--- src/rtl/i2c_target_port.sv ---
// I2C target with an 8-bit register pointer: byte writes go out as single-clk
// pulses, and reads stream rd_data_i from the current pointer.
module i2c_target_port #(
  parameter logic [6:0] ADDRESS = 7'b1010_000
) (
  input  logic       clk,
  input  logic       rst_n,
  input  logic       scl_i,
  input  logic       sda_i,
  output logic       sda_oe_o,
  output logic       wr_valid_o,
  output logic [7:0] wr_addr_o,
  output logic [7:0] wr_data_o,
  output logic [7:0] rd_addr_o,
  input  logic [7:0] rd_data_i,
  output logic       busy_o
);

  typedef enum logic [3:0] {
    IDLE, ADDR, ADDR_ACK, PTR, PTR_ACK, WDATA, WDATA_ACK, RDATA, RDATA_ACK
  } state_t;

  state_t      state_q, state_d;
  logic        scl_p0, scl_p1, scl_p2;
  logic        sda_p0, sda_p1, sda_p2;
  logic [2:0]  cnt_q, cnt_d;
  logic [7:0]  shift_q, shift_d;
  logic [7:0]  ptr_q, ptr_d;
  logic        rw_q, rw_d;
  logic        got_ack_q, got_ack_d;
  logic        sda_oe_q, sda_oe_d;
  logic        wr_valid_q, wr_valid_d;
  logic [7:0]  wr_addr_q, wr_addr_d;
  logic [7:0]  wr_data_q, wr_data_d;
  logic        busy_q, busy_d;
  logic        scl_rise, scl_fall, start_det, stop_det;
  logic [7:0]  rx_byte;

  // p0/p1: synchronizer, p2: delay flop for edge and condition detection
  always_ff @(posedge clk or negedge rst_n) begin
    if (!rst_n) begin
      scl_p0 <= 1'b1; scl_p1 <= 1'b1; scl_p2 <= 1'b1;
      sda_p0 <= 1'b1; sda_p1 <= 1'b1; sda_p2 <= 1'b1;
    end else begin
      scl_p0 <= scl_i; scl_p1 <= scl_p0; scl_p2 <= scl_p1;
      sda_p0 <= sda_i; sda_p1 <= sda_p0; sda_p2 <= sda_p1;
    end
  end

  assign scl_rise  = scl_p1 & ~scl_p2;
  assign scl_fall  = ~scl_p1 & scl_p2;
  assign start_det = scl_p1 & scl_p2 & sda_p2 & ~sda_p1;
  assign stop_det  = scl_p1 & scl_p2 & ~sda_p2 & sda_p1;
  assign rx_byte   = {shift_q[6:0], sda_p1};

  always_ff @(posedge clk or negedge rst_n) begin
    if (!rst_n) state_q <= IDLE;
    else        state_q <= state_d;
  end

  always_comb begin
    state_d    = state_q;
    cnt_d      = cnt_q;
    shift_d    = shift_q;
    ptr_d      = ptr_q;
    rw_d       = rw_q;
    got_ack_d  = got_ack_q;
    sda_oe_d   = sda_oe_q;
    wr_valid_d = 1'b0;
    wr_addr_d  = wr_addr_q;
    wr_data_d  = wr_data_q;
    busy_d     = busy_q;
    if (wr_valid_q) ptr_d = ptr_q + 8'd1;
    if (stop_det) begin
      state_d  = IDLE;
      sda_oe_d = 1'b0;
      busy_d   = 1'b0;
    end else if (start_det) begin
      state_d  = ADDR;
      cnt_d    = 3'd0;
      sda_oe_d = 1'b0;
    end else begin
      case (state_q)
        ADDR, PTR, WDATA: begin
          if (scl_rise) begin
            shift_d = rx_byte;
            cnt_d   = cnt_q + 3'd1;
            if (cnt_q == 3'd7) begin
              if (state_q == ADDR) begin
                if (rx_byte[7:1] == ADDRESS) begin
                  state_d = ADDR_ACK;
                  rw_d    = rx_byte[0];
                  busy_d  = 1'b1;
                end else begin
                  state_d = IDLE;
                  busy_d  = 1'b0;
                end
              end else if (state_q == PTR) begin
                ptr_d   = rx_byte;
                state_d = PTR_ACK;
              end else begin
                wr_valid_d = 1'b1;
                wr_addr_d  = ptr_q;
                wr_data_d  = rx_byte;
                state_d    = WDATA_ACK;
              end
            end
          end
        end
        // the drive flag itself tells the first falling edge from the second
        ADDR_ACK, PTR_ACK, WDATA_ACK: begin
          if (scl_fall) begin
            if (!sda_oe_q) begin
              sda_oe_d = 1'b1;
            end else begin
              cnt_d = 3'd0;
              if (state_q == ADDR_ACK && rw_q) begin
                shift_d  = rd_data_i;
                sda_oe_d = ~rd_data_i[7];
                state_d  = RDATA;
              end else begin
                sda_oe_d = 1'b0;
                state_d  = (state_q == ADDR_ACK) ? PTR : WDATA;
              end
            end
          end
        end
        RDATA: begin
          if (scl_fall) begin
            if (cnt_q == 3'd7) begin
              sda_oe_d  = 1'b0;
              ptr_d     = ptr_q + 8'd1;
              got_ack_d = 1'b0;
              cnt_d     = 3'd0;
              state_d   = RDATA_ACK;
            end else begin
              cnt_d    = cnt_q + 3'd1;
              shift_d  = {shift_q[6:0], 1'b0};
              sda_oe_d = ~shift_q[6];
            end
          end
        end
        RDATA_ACK: begin
          if (scl_rise) begin
            if (sda_p1) state_d = IDLE;
            else        got_ack_d = 1'b1;
          end else if (scl_fall && got_ack_q) begin
            shift_d   = rd_data_i;
            sda_oe_d  = ~rd_data_i[7];
            cnt_d     = 3'd0;
            got_ack_d = 1'b0;
            state_d   = RDATA;
          end
        end
        default: ;
      endcase
    end
  end

  always_ff @(posedge clk or negedge rst_n) begin
    if (!rst_n) begin
      cnt_q      <= 3'd0;
      ptr_q      <= 8'd0;
      rw_q       <= 1'b0;
      got_ack_q  <= 1'b0;
      sda_oe_q   <= 1'b0;
      wr_valid_q <= 1'b0;
      wr_addr_q  <= 8'd0;
      wr_data_q  <= 8'd0;
      busy_q     <= 1'b0;
    end else begin
      cnt_q      <= cnt_d;
      ptr_q      <= ptr_d;
      rw_q       <= rw_d;
      got_ack_q  <= got_ack_d;
      sda_oe_q   <= sda_oe_d;
      wr_valid_q <= wr_valid_d;
      wr_addr_q  <= wr_addr_d;
      wr_data_q  <= wr_data_d;
      busy_q     <= busy_d;
    end
  end

  always_ff @(posedge clk) begin
    shift_q <= shift_d;
  end

  assign sda_oe_o   = sda_oe_q;
  assign wr_valid_o = wr_valid_q;
  assign wr_addr_o  = wr_addr_q;
  assign wr_data_o  = wr_data_q;
  assign rd_addr_o  = ptr_q;
  assign busy_o     = busy_q;

endmodule
--- config.mk ---
export PLATFORM = sky130hd
export DESIGN_NAME = i2c_target_port
export DESIGN_NICKNAME = d
export VERILOG_FILES = /design/src/rtl/i2c_target_port.sv
export SDC_FILE = /design/constraint.sdc
export NUM_CORES = 1
export LEC_CHECK = 0
export BUFFER_PORTS_ARGS = -buffer_cell sky130_fd_sc_hd__buf_2
export CAP_MARGIN = 20
export CORE_MARGIN = 3
export CORE_UTILIZATION = 50
export CTS_BUF_LIST = sky130_fd_sc_hd__clkbuf_4 sky130_fd_sc_hd__clkbuf_8 sky130_fd_sc_hd__clkbuf_16
export CTS_CLUSTER_SIZE = 14
export DETAILED_ROUTE_END_ITERATION = 10
export PLACE_DENSITY = 0.74
export SETUP_SLACK_MARGIN = 0.3
export SYNTH_ARGS = -nofsm -noshare
export SYNTH_HDL_FRONTEND = slang
export SYNTH_SLANG_ARGS = --single-unit
--- constraint.sdc ---
create_clock -name clk -period 2.6 [get_ports clk]
set_input_delay 0.39 -clock clk [delete_from_list [all_inputs] [get_ports clk]]
set_output_delay 0.39 -clock clk [all_outputs]
set_load 0.02 [all_outputs]
==> run_results.csv, run 1 <==
group,metric,value,unit
detailed_routing,vias,2198,
clock_network,cts_root_buffer,"clkbuf_8",
synth,synth_top_family_by_area,"compound AO/OA/AOI/OAI gates",
pwr,p_per_area,742,nW/um^2
layout,post-route-util,59.9,%
critical_path,slowest_delay,0.54,ns
synth,syn_inst,260,
hold_path,hold_class,"in -> reg",
pwr,p_switching,0.000811,W
layout,antenna_cells,0,
sta,skew,0.00898,ns
sta,finalCritPeriodShare,81.9,%
layout,layout-drive-gt1-share,33.9,%
synth,avgSynthCellArea,10.6,sq um
pwr,power,0.00233,W
clock_network,max-clock-path-buffers,2,
detailed_routing,wl,6.19,mm
clock_network,clock_insertion_delay_worst_skew,0.31,ns
synth,synth.area.mux_share,10.6,%
grt,grt_pass1_vias,2080,
critical_path,r2r_cells,5,
critical_path,rrSetupSlack,0.47,ns
detailed_routing,dr.pass1.iters,4,
placed_design,pre_cts_ws,0.358,ns
critical_path,worst_r2r_endpoint,"shift_q[3]",
critical_path,worstSetupPathType,"reg -> reg",
detailed_routing,wl_per_cell,17.0,microns
sta,slew_viol_final,0,
critical_path,path_max_fanout,20,
synth,ys_types,64,
detailed_routing,antenna_left,0,
synth,synth_edf_count,7,
synth,async_flop_share,85.7,%
critical_path,critPathLaunchType,"register",
die,die_h,80.4,microns
critical_path,arrival,2.15,ns
status,status,"completed",
hold_path,worstHoldStart,"scl_i",
die,fp.coreArea,5240,sq um
clock_network,htree_levels,2,
pwr,peakVddDrop,609,uV
job,drv_cap,0,
placed_design,numPortBuffers,38,
grt,grt_usage,20.2,%
die,row_count,26,
placed_design,gp_congestion,0.862,
sta,setup_slack,0.470,ns
synth,synth-compound-area-share,17.5,%
detailed_routing,viasPerCell,6.02,
layout,nets,309,
sta,relSlewSlack,37.5,%
pwr,power_leakage,1.40,nW
sta,final_hold_viol_count,0,
synth,synth.net_count,275,
critical_path,worst_setup_path_end_kind,"register",
synth,synth.cell_area,2770,sq um
clock_network,cts.sinks,49,
grt,antenna_found_initial,0,
layout,n_fill_cell,436,
clock_network,clk_pin_slew_worst_paths,0.09,ns
critical_path,crit_chain,"or3b_4 -> o21a_2 -> o21a_1 -> nor4_2 -> buf_4",
pwr,p_clk_share,24.0,%
layout,synthToLayoutAreaGrowth,13.3,%
pwr,p_sw_share,34.8,%
synth,synth-simple-area-share,17.4,%
sta,period_needed,2.13,ns
grt,grt_overflow,0,
die,io-pin-count,39,
placed_design,post-dp-hpwl,4.43,mm
synth,synthFlopType,"dfrtp_1",
synth,ys_warn_count,0,
hold_path,min_to,"scl_p0",
critical_path,critPathBufInv,1,
pwr,p_comb_share,31.3,%
die,start_util,52.8,%
critical_path,slowest_stage,"dfrtp_2",
pwr,seqPwrFrac,44.7,%
synth,synthXorXnorAreaFrac,4.11,%
detailed_routing,drtIter0Drc,207,
detailed_routing,drc,0,
sta,setup_violations,0,
critical_path,path_delay_family,"simple AND/OR/NAND/NOR gates",
grt,grt_pass1_wl,10.1,mm
critical_path,rr_startpoint,"state_q[1]",
synth,synth-adder-area-share,1.36,%
die,die_x,80.4,microns
synth,ys_ff_latch,49,
sta,tightestPinTransition,0.938,ns
pwr,p_int,0.00152,W
clock_network,cts_buffers,5,
die,die_area,6460,sq um
synth,yosysSeqAreaShare,45.8,%
sta,fin_setup_tns,0,ns
clock_network,cts_tree,"yes",
grt,grt_max_degree,43,
critical_path,worst_ep_required_time,2.62,ns
sta,grt_setup_unrepaired,"no",
sta,clock.fmax,0.470,GHz
hold_path,whs_path_depth,1,
worst max path at each step:
stage,start,endpoint,slack [ns],cells after the start
6_report,state_q[1],shift_q[3],0.47,5
5_1_grt,state_q[0],shift_q[3],0.34,5
4_1_cts,state_q[2],shift_q[3],0.34,5
3_5_place_dp,state_q[2],shift_q[4],0.36,5
3_3_place_gp,state_q[1],shift_q[3],0.35,5
2_1_floorplan,state_q[1],shift_q[0],0.41,5
cell usage in the layout, fill, tap and decap left out, drive strengths merged, types with 2 or more instances in the layout:
cell type,instances
o22ai,2
a21o,4
clkbuf,5
a211oi,3
edfxtp,7
o2111ai,2
o32ai,5
a31oi,2
nand4,6
buf,43
dfstp,6
a21oi,17
or2,3
nor3,5
o21ai,13
a22oi,2
o21bai,4
nand2,13
nor3b,2
nor2,20
xor2,6
inv,2
ha,3
mux2i,2
o2bb2ai,2
and3,3
and3b,2
dfrtp,36
o21a,2
nor2b,6
nor4b,2
nand2b,3
nand4b,3
nand3,8
mux2,24
and2,2
xnor2,7
state kept, by name (all words and copies together), names as in the netlist:
signal / flops
got_ack_q: 1
busy_o: 1
sda_p2: 1
shift_q: 7
wr_data_o: 8
rd_addr_o: 8
sda_p0: 1
scl_p0: 1
wr_valid_o: 1
state_q: 4
cnt_q: 3
wr_addr_o: 8
sda_p1: 1
scl_p2: 1
scl_p1: 1
sda_oe_o: 1
rw_q: 1
through the flow:
step / instance area [sq um] / instances / hold WS [ns]
6_report: 3140 / 365 / 0.174
5_1_grt: 3140 / 365 / 0.165
4_1_cts: 3120 / 365 / 0.169
3_5_place_dp: 3010 / 357 / 0.349
3_3_place_gp: 3010 / 357 / 0.346
2_1_floorplan: 2770 / 260 / 0.0944
cells by family after synthesis:
family	after synthesis
xor+xnor	13
mux	26
compound gates	68
flops	49
buf+inv	17
simple gates	84
fa+ha+maj	3
synthesized netlist by cell type (all sizes together), types with 2 or more instances:
master | n | area share (%)
nand2b | 3 | 0.68
a31oi | 2 | 0.45
a21o | 4 | 1.1
nor4b | 2 | 0.86
mux2i | 2 | 0.72
o21bai | 4 | 1.1
dfstp | 6 | 5.7
and3 | 3 | 0.68
nand3 | 8 | 1.8
xor2 | 6 | 1.9
a22oi | 2 | 0.54
nand4 | 6 | 1.4
edfxtp | 7 | 7.6
o21ai | 13 | 2.8
dfrtp | 36 | 33
ha | 3 | 1.4
clkbuf | 4 | 0.54
o21a | 2 | 0.59
xnor2 | 7 | 2.2
and3b | 2 | 0.63
o2bb2ai | 2 | 0.63
o32ai | 5 | 1.6
nor3 | 5 | 0.90
nor2b | 6 | 1.4
a211oi | 3 | 0.81
nand4b | 3 | 0.95
buf | 12 | 2.5
o22ai | 2 | 0.45
and2 | 2 | 0.45
nor3b | 2 | 0.54
mux2 | 24 | 9.9
nor2 | 20 | 3.0
a21oi | 17 | 3.2
nand2 | 13 | 1.8
o2111ai | 2 | 0.63
or2 | 3 | 0.68
final cells by class:
type                    instances  area [sq um]  share of cell area [%]
clock inverters                 3          50.0                    1.60
flip-flops and latches         49          1270                    40.6
multi-input cells             194          1420                    45.4
well taps                      70          87.6                    2.79
repair buffers                 43           228                    7.26
inverters                       1          3.75                   0.120
clock buffers                   5          68.8                    2.19
power by group through the flow:
stage	logic, W	clock network, W	registers [W]
global placement	0.000696	0	0.00104
finish	0.000729	0.000559	0.00104
global route	0.000799	0.000596	0.00106
floorplan	0.000618	0	0.000955
CTS	0.000720	0.000571	0.00103
detailed placement	0.000718	0	0.00104
metal layers:
| layer | wire length, microns | track usage, % | vias up |
|---|---|---|---|
| li1 | - | - | 1041 |
| met5 | 0 | 0 | - |
| met3 | 432 | 3.92 | 4 |
| met4 | 31 | 5.24 | 0 |
| met2 | 2950 | 31.5 | 75 |
| met1 | 2780 | 28.7 | 1078 |
repair_timing:
item | 4_1_cts | 5_1_grt
setup endpoints to repair | 0 | 26
buffers inserted | 0 | 0
hold endpoints to repair | 0 | 0
gates resized for setup | 0 | 6
hold buffers | 0 | 0
Note: power is estimated with default switching activity, not from simulation.
==> run 2: changes to the inputs <==
--- a/config.mk
+++ b/config.mk
@@ -12,7 +12,7 @@
 export CTS_BUF_LIST = sky130_fd_sc_hd__clkbuf_4 sky130_fd_sc_hd__clkbuf_8 sky130_fd_sc_hd__clkbuf_16
 export CTS_CLUSTER_SIZE = 14
 export DETAILED_ROUTE_END_ITERATION = 10
-export PLACE_DENSITY = 0.74
+export PLACE_DENSITY = 0.71
 export SETUP_SLACK_MARGIN = 0.3
 export SYNTH_ARGS = -nofsm -noshare
 export SYNTH_HDL_FRONTEND = slang
==> constraint.sdc (replaced) <==
create_clock -name clk -period 2.2 [get_ports clk]
set_input_delay 0.33 -clock clk [delete_from_list [all_inputs] [get_ports clk]]
set_output_delay 0.33 -clock clk [all_outputs]
set_load 0.02 [all_outputs]
==> run 2 against run 1 <==
Net effect:
- sequential cell count unchanged
- highest routed layer unchanged
- design area increased by 9.5%
- global-route usage increased by 1.4 points
- critical endpoint is now shift_q[5]
- maximum frequency increased by 12%
- final cell count increased by 6.8%
==> run_results.csv, run 2 (synthesized netlist as in run 1, its figures left out) <==
group,metric,value,unit
status,status,"completed",
critical_path,slowest_stage,"dfstp_2",
pwr,p_switching,0.00107,W
sta,fin_setup_tns,0,ns
die,die_area,6460,sq um
pwr,p_comb_share,41.2,%
placed_design,numPortBuffers,38,
die,die_h,80.4,microns
critical_path,path_max_fanout,7,
placed_design,gp_congestion,0.920,
pwr,power,0.00290,W
sta,finalCritPeriodShare,86.4,%
clock_network,postCtsHoldBufs,0,
layout,layout-drive-gt1-share,43.1,%
critical_path,worstSetupPathType,"reg -> reg",
sta,final_hold_viol_count,0,
grt,grt_usage,21.6,%
placed_design,post-dp-hpwl,4.71,mm
pwr,p_sw_share,36.7,%
detailed_routing,vias,2269,
clock_network,htree_levels,2,
sta,skew,0.0110,ns
critical_path,worst_setup_path_end_kind,"register",
clock_network,cts_root_buffer,"clkbuf_8",
layout,n_fill_cell,406,
clock_network,cts_tree,"yes",
detailed_routing,viasPerCell,5.82,
grt,antenna_found_initial,0,
grt,grt_overflow,0,
sta,setup_violations,0,
clock_network,clock_insertion_delay_worst_skew,0.31,ns
sta,relSlewSlack,60.8,%
detailed_routing,antenna_left,0,
die,fp.coreArea,5240,sq um
hold_path,hold_class,"in -> async",
pwr,seqPwrFrac,39.5,%
die,die_x,80.4,microns
die,start_util,52.8,%
die,io-pin-count,39,
grt,grt_max_degree,43,
sta,grt_setup_unrepaired,"yes",
die,row_count,26,
detailed_routing,drc,0,
clock_network,clk_pin_slew_worst_paths,0.09,ns
clock_network,cts_buffers,5,
sta,tightestPinTransition,0.588,ns
detailed_routing,wl,6.89,mm
sta,period_needed,1.90,ns
clock_network,max-clock-path-buffers,2,
pwr,p_clk_share,19.4,%
grt,grt_pass1_wl,10.7,mm
layout,final_cells,390,
critical_path,rrSetupSlack,0.30,ns
placed_design,dp_cells,368,
pwr,p_per_area,846,nW/um^2
detailed_routing,wl_per_cell,17.7,microns
clock_network,cts.sinks,49,
layout,nets,334,
pwr,power_leakage,1.54,nW
detailed_routing,dr.pass1.iters,4,
critical_path,critPathLaunchType,"register",
detailed_routing,drtIter0Drc,213,
sta,clock.fmax,0.526,GHz
job,drv_cap,0,
pwr,p_int,0.00184,W
critical_path,crit_chain,"nor2b_4 -> o21ai_1 -> o21a_4 -> nor4_4 -> buf_6",
layout,mostFrequentLayoutCells,"buf_2 (38), dfrtp_1 (33), buf_4 (25)",
grt,grt_pass1_vias,2147,
layout,synthToLayoutAreaGrowth,24.0,%
critical_path,arrival,1.94,ns
layout,antenna_cells,0,
sta,slew_viol_final,0,
pwr,peakVddDrop,503,uV
critical_path,worst_ep_required_time,2.23,ns
layout,final_common_cell,"buf_2",
critical_path,slowest_delay,0.61,ns
[run 2: path summary, 6_finish.rpt]
kind / from / endpoint / depth (start not counted)
max in group asynchronous: rst_n / state_q[2] / 2
setup / recovery: scl_p1 / shift_q[5] / 5
hold / removal: rst_n / state_q[0] / 2
hold reg to reg: scl_p0 / scl_p1 / 0
min in group clk: scl_i / scl_p0 / 1
setup reg to reg: scl_p1 / shift_q[5] / 5
[run 2: timing repair]
action / in CTS / in global routing
gates resized for setup: 17 / 9
setup endpoints to repair: 23 / 24
buffers inserted: 6 / 8
gates cloned: 0 / 0
pin swaps: 4 / 6
[run 2: worst max-delay path, delay by kind of cell (launching register included)]
| kind | cells | cell delay [ns] |
|---|---|---|
| AO/OA/AOI/OAI | 2 | 0.35 |
| buffers and inverters | 1 | 0.17 |
| flip-flops | 1 | 0.61 |
| AND/OR/NAND/NOR | 2 | 0.50 |
[run 2: area by class of cell]
type                       instances  area [sq um]  share of cell area (%)
inverter                           1          3.75                   0.109
multi-input combinational        194          1530                    44.5
sequential                        49          1270                    37.1
tap                               70          87.6                    2.55
clock buffer                       5          68.8                    2.01
clock inverter                     3          25.0                   0.729
timing repair buffer              68           445                    13.0
[run 2: stage by stage]
step | cell area, sq um | worst slack [ns] | util, % | hold slack, ns
final | 3430 | 0.298 | 65.5 | 0.0804
after global routing | 3430 | 0.238 | 65.5 | 0.0978
after CTS | 3320 | 0.286 | 63.4 | 0.0933
after detailed placement | 3120 | 0.158 | 59.6 | 0.348
after global placement | 3120 | 0.199 | 59.6 | 0.346
after floorplan | 2800 | 0.262 | - | 0.0344
[run 2: metal layers]
| metal | global-route usage [%] | part of all wire [%] |
|---|---|---|
| met5 | 0 | 0 |
| met4 | 9.12 | 1.9 |
| met3 | 3.59 | 5.1 |
| met2 | 32.9 | 46 |
| met1 | 30.4 | 47 |
[run 2: power groups by stage]
stage          clock network (W)  registers (W)  logic, W
6_report                0.000562        0.00115   0.00120
3_5_place_dp                   0        0.00118  0.000961
4_1_cts                 0.000569        0.00114   0.00109
2_1_floorplan                  0        0.00113  0.000751
5_1_grt                 0.000594        0.00116   0.00129
3_3_place_gp                   0        0.00117  0.000951
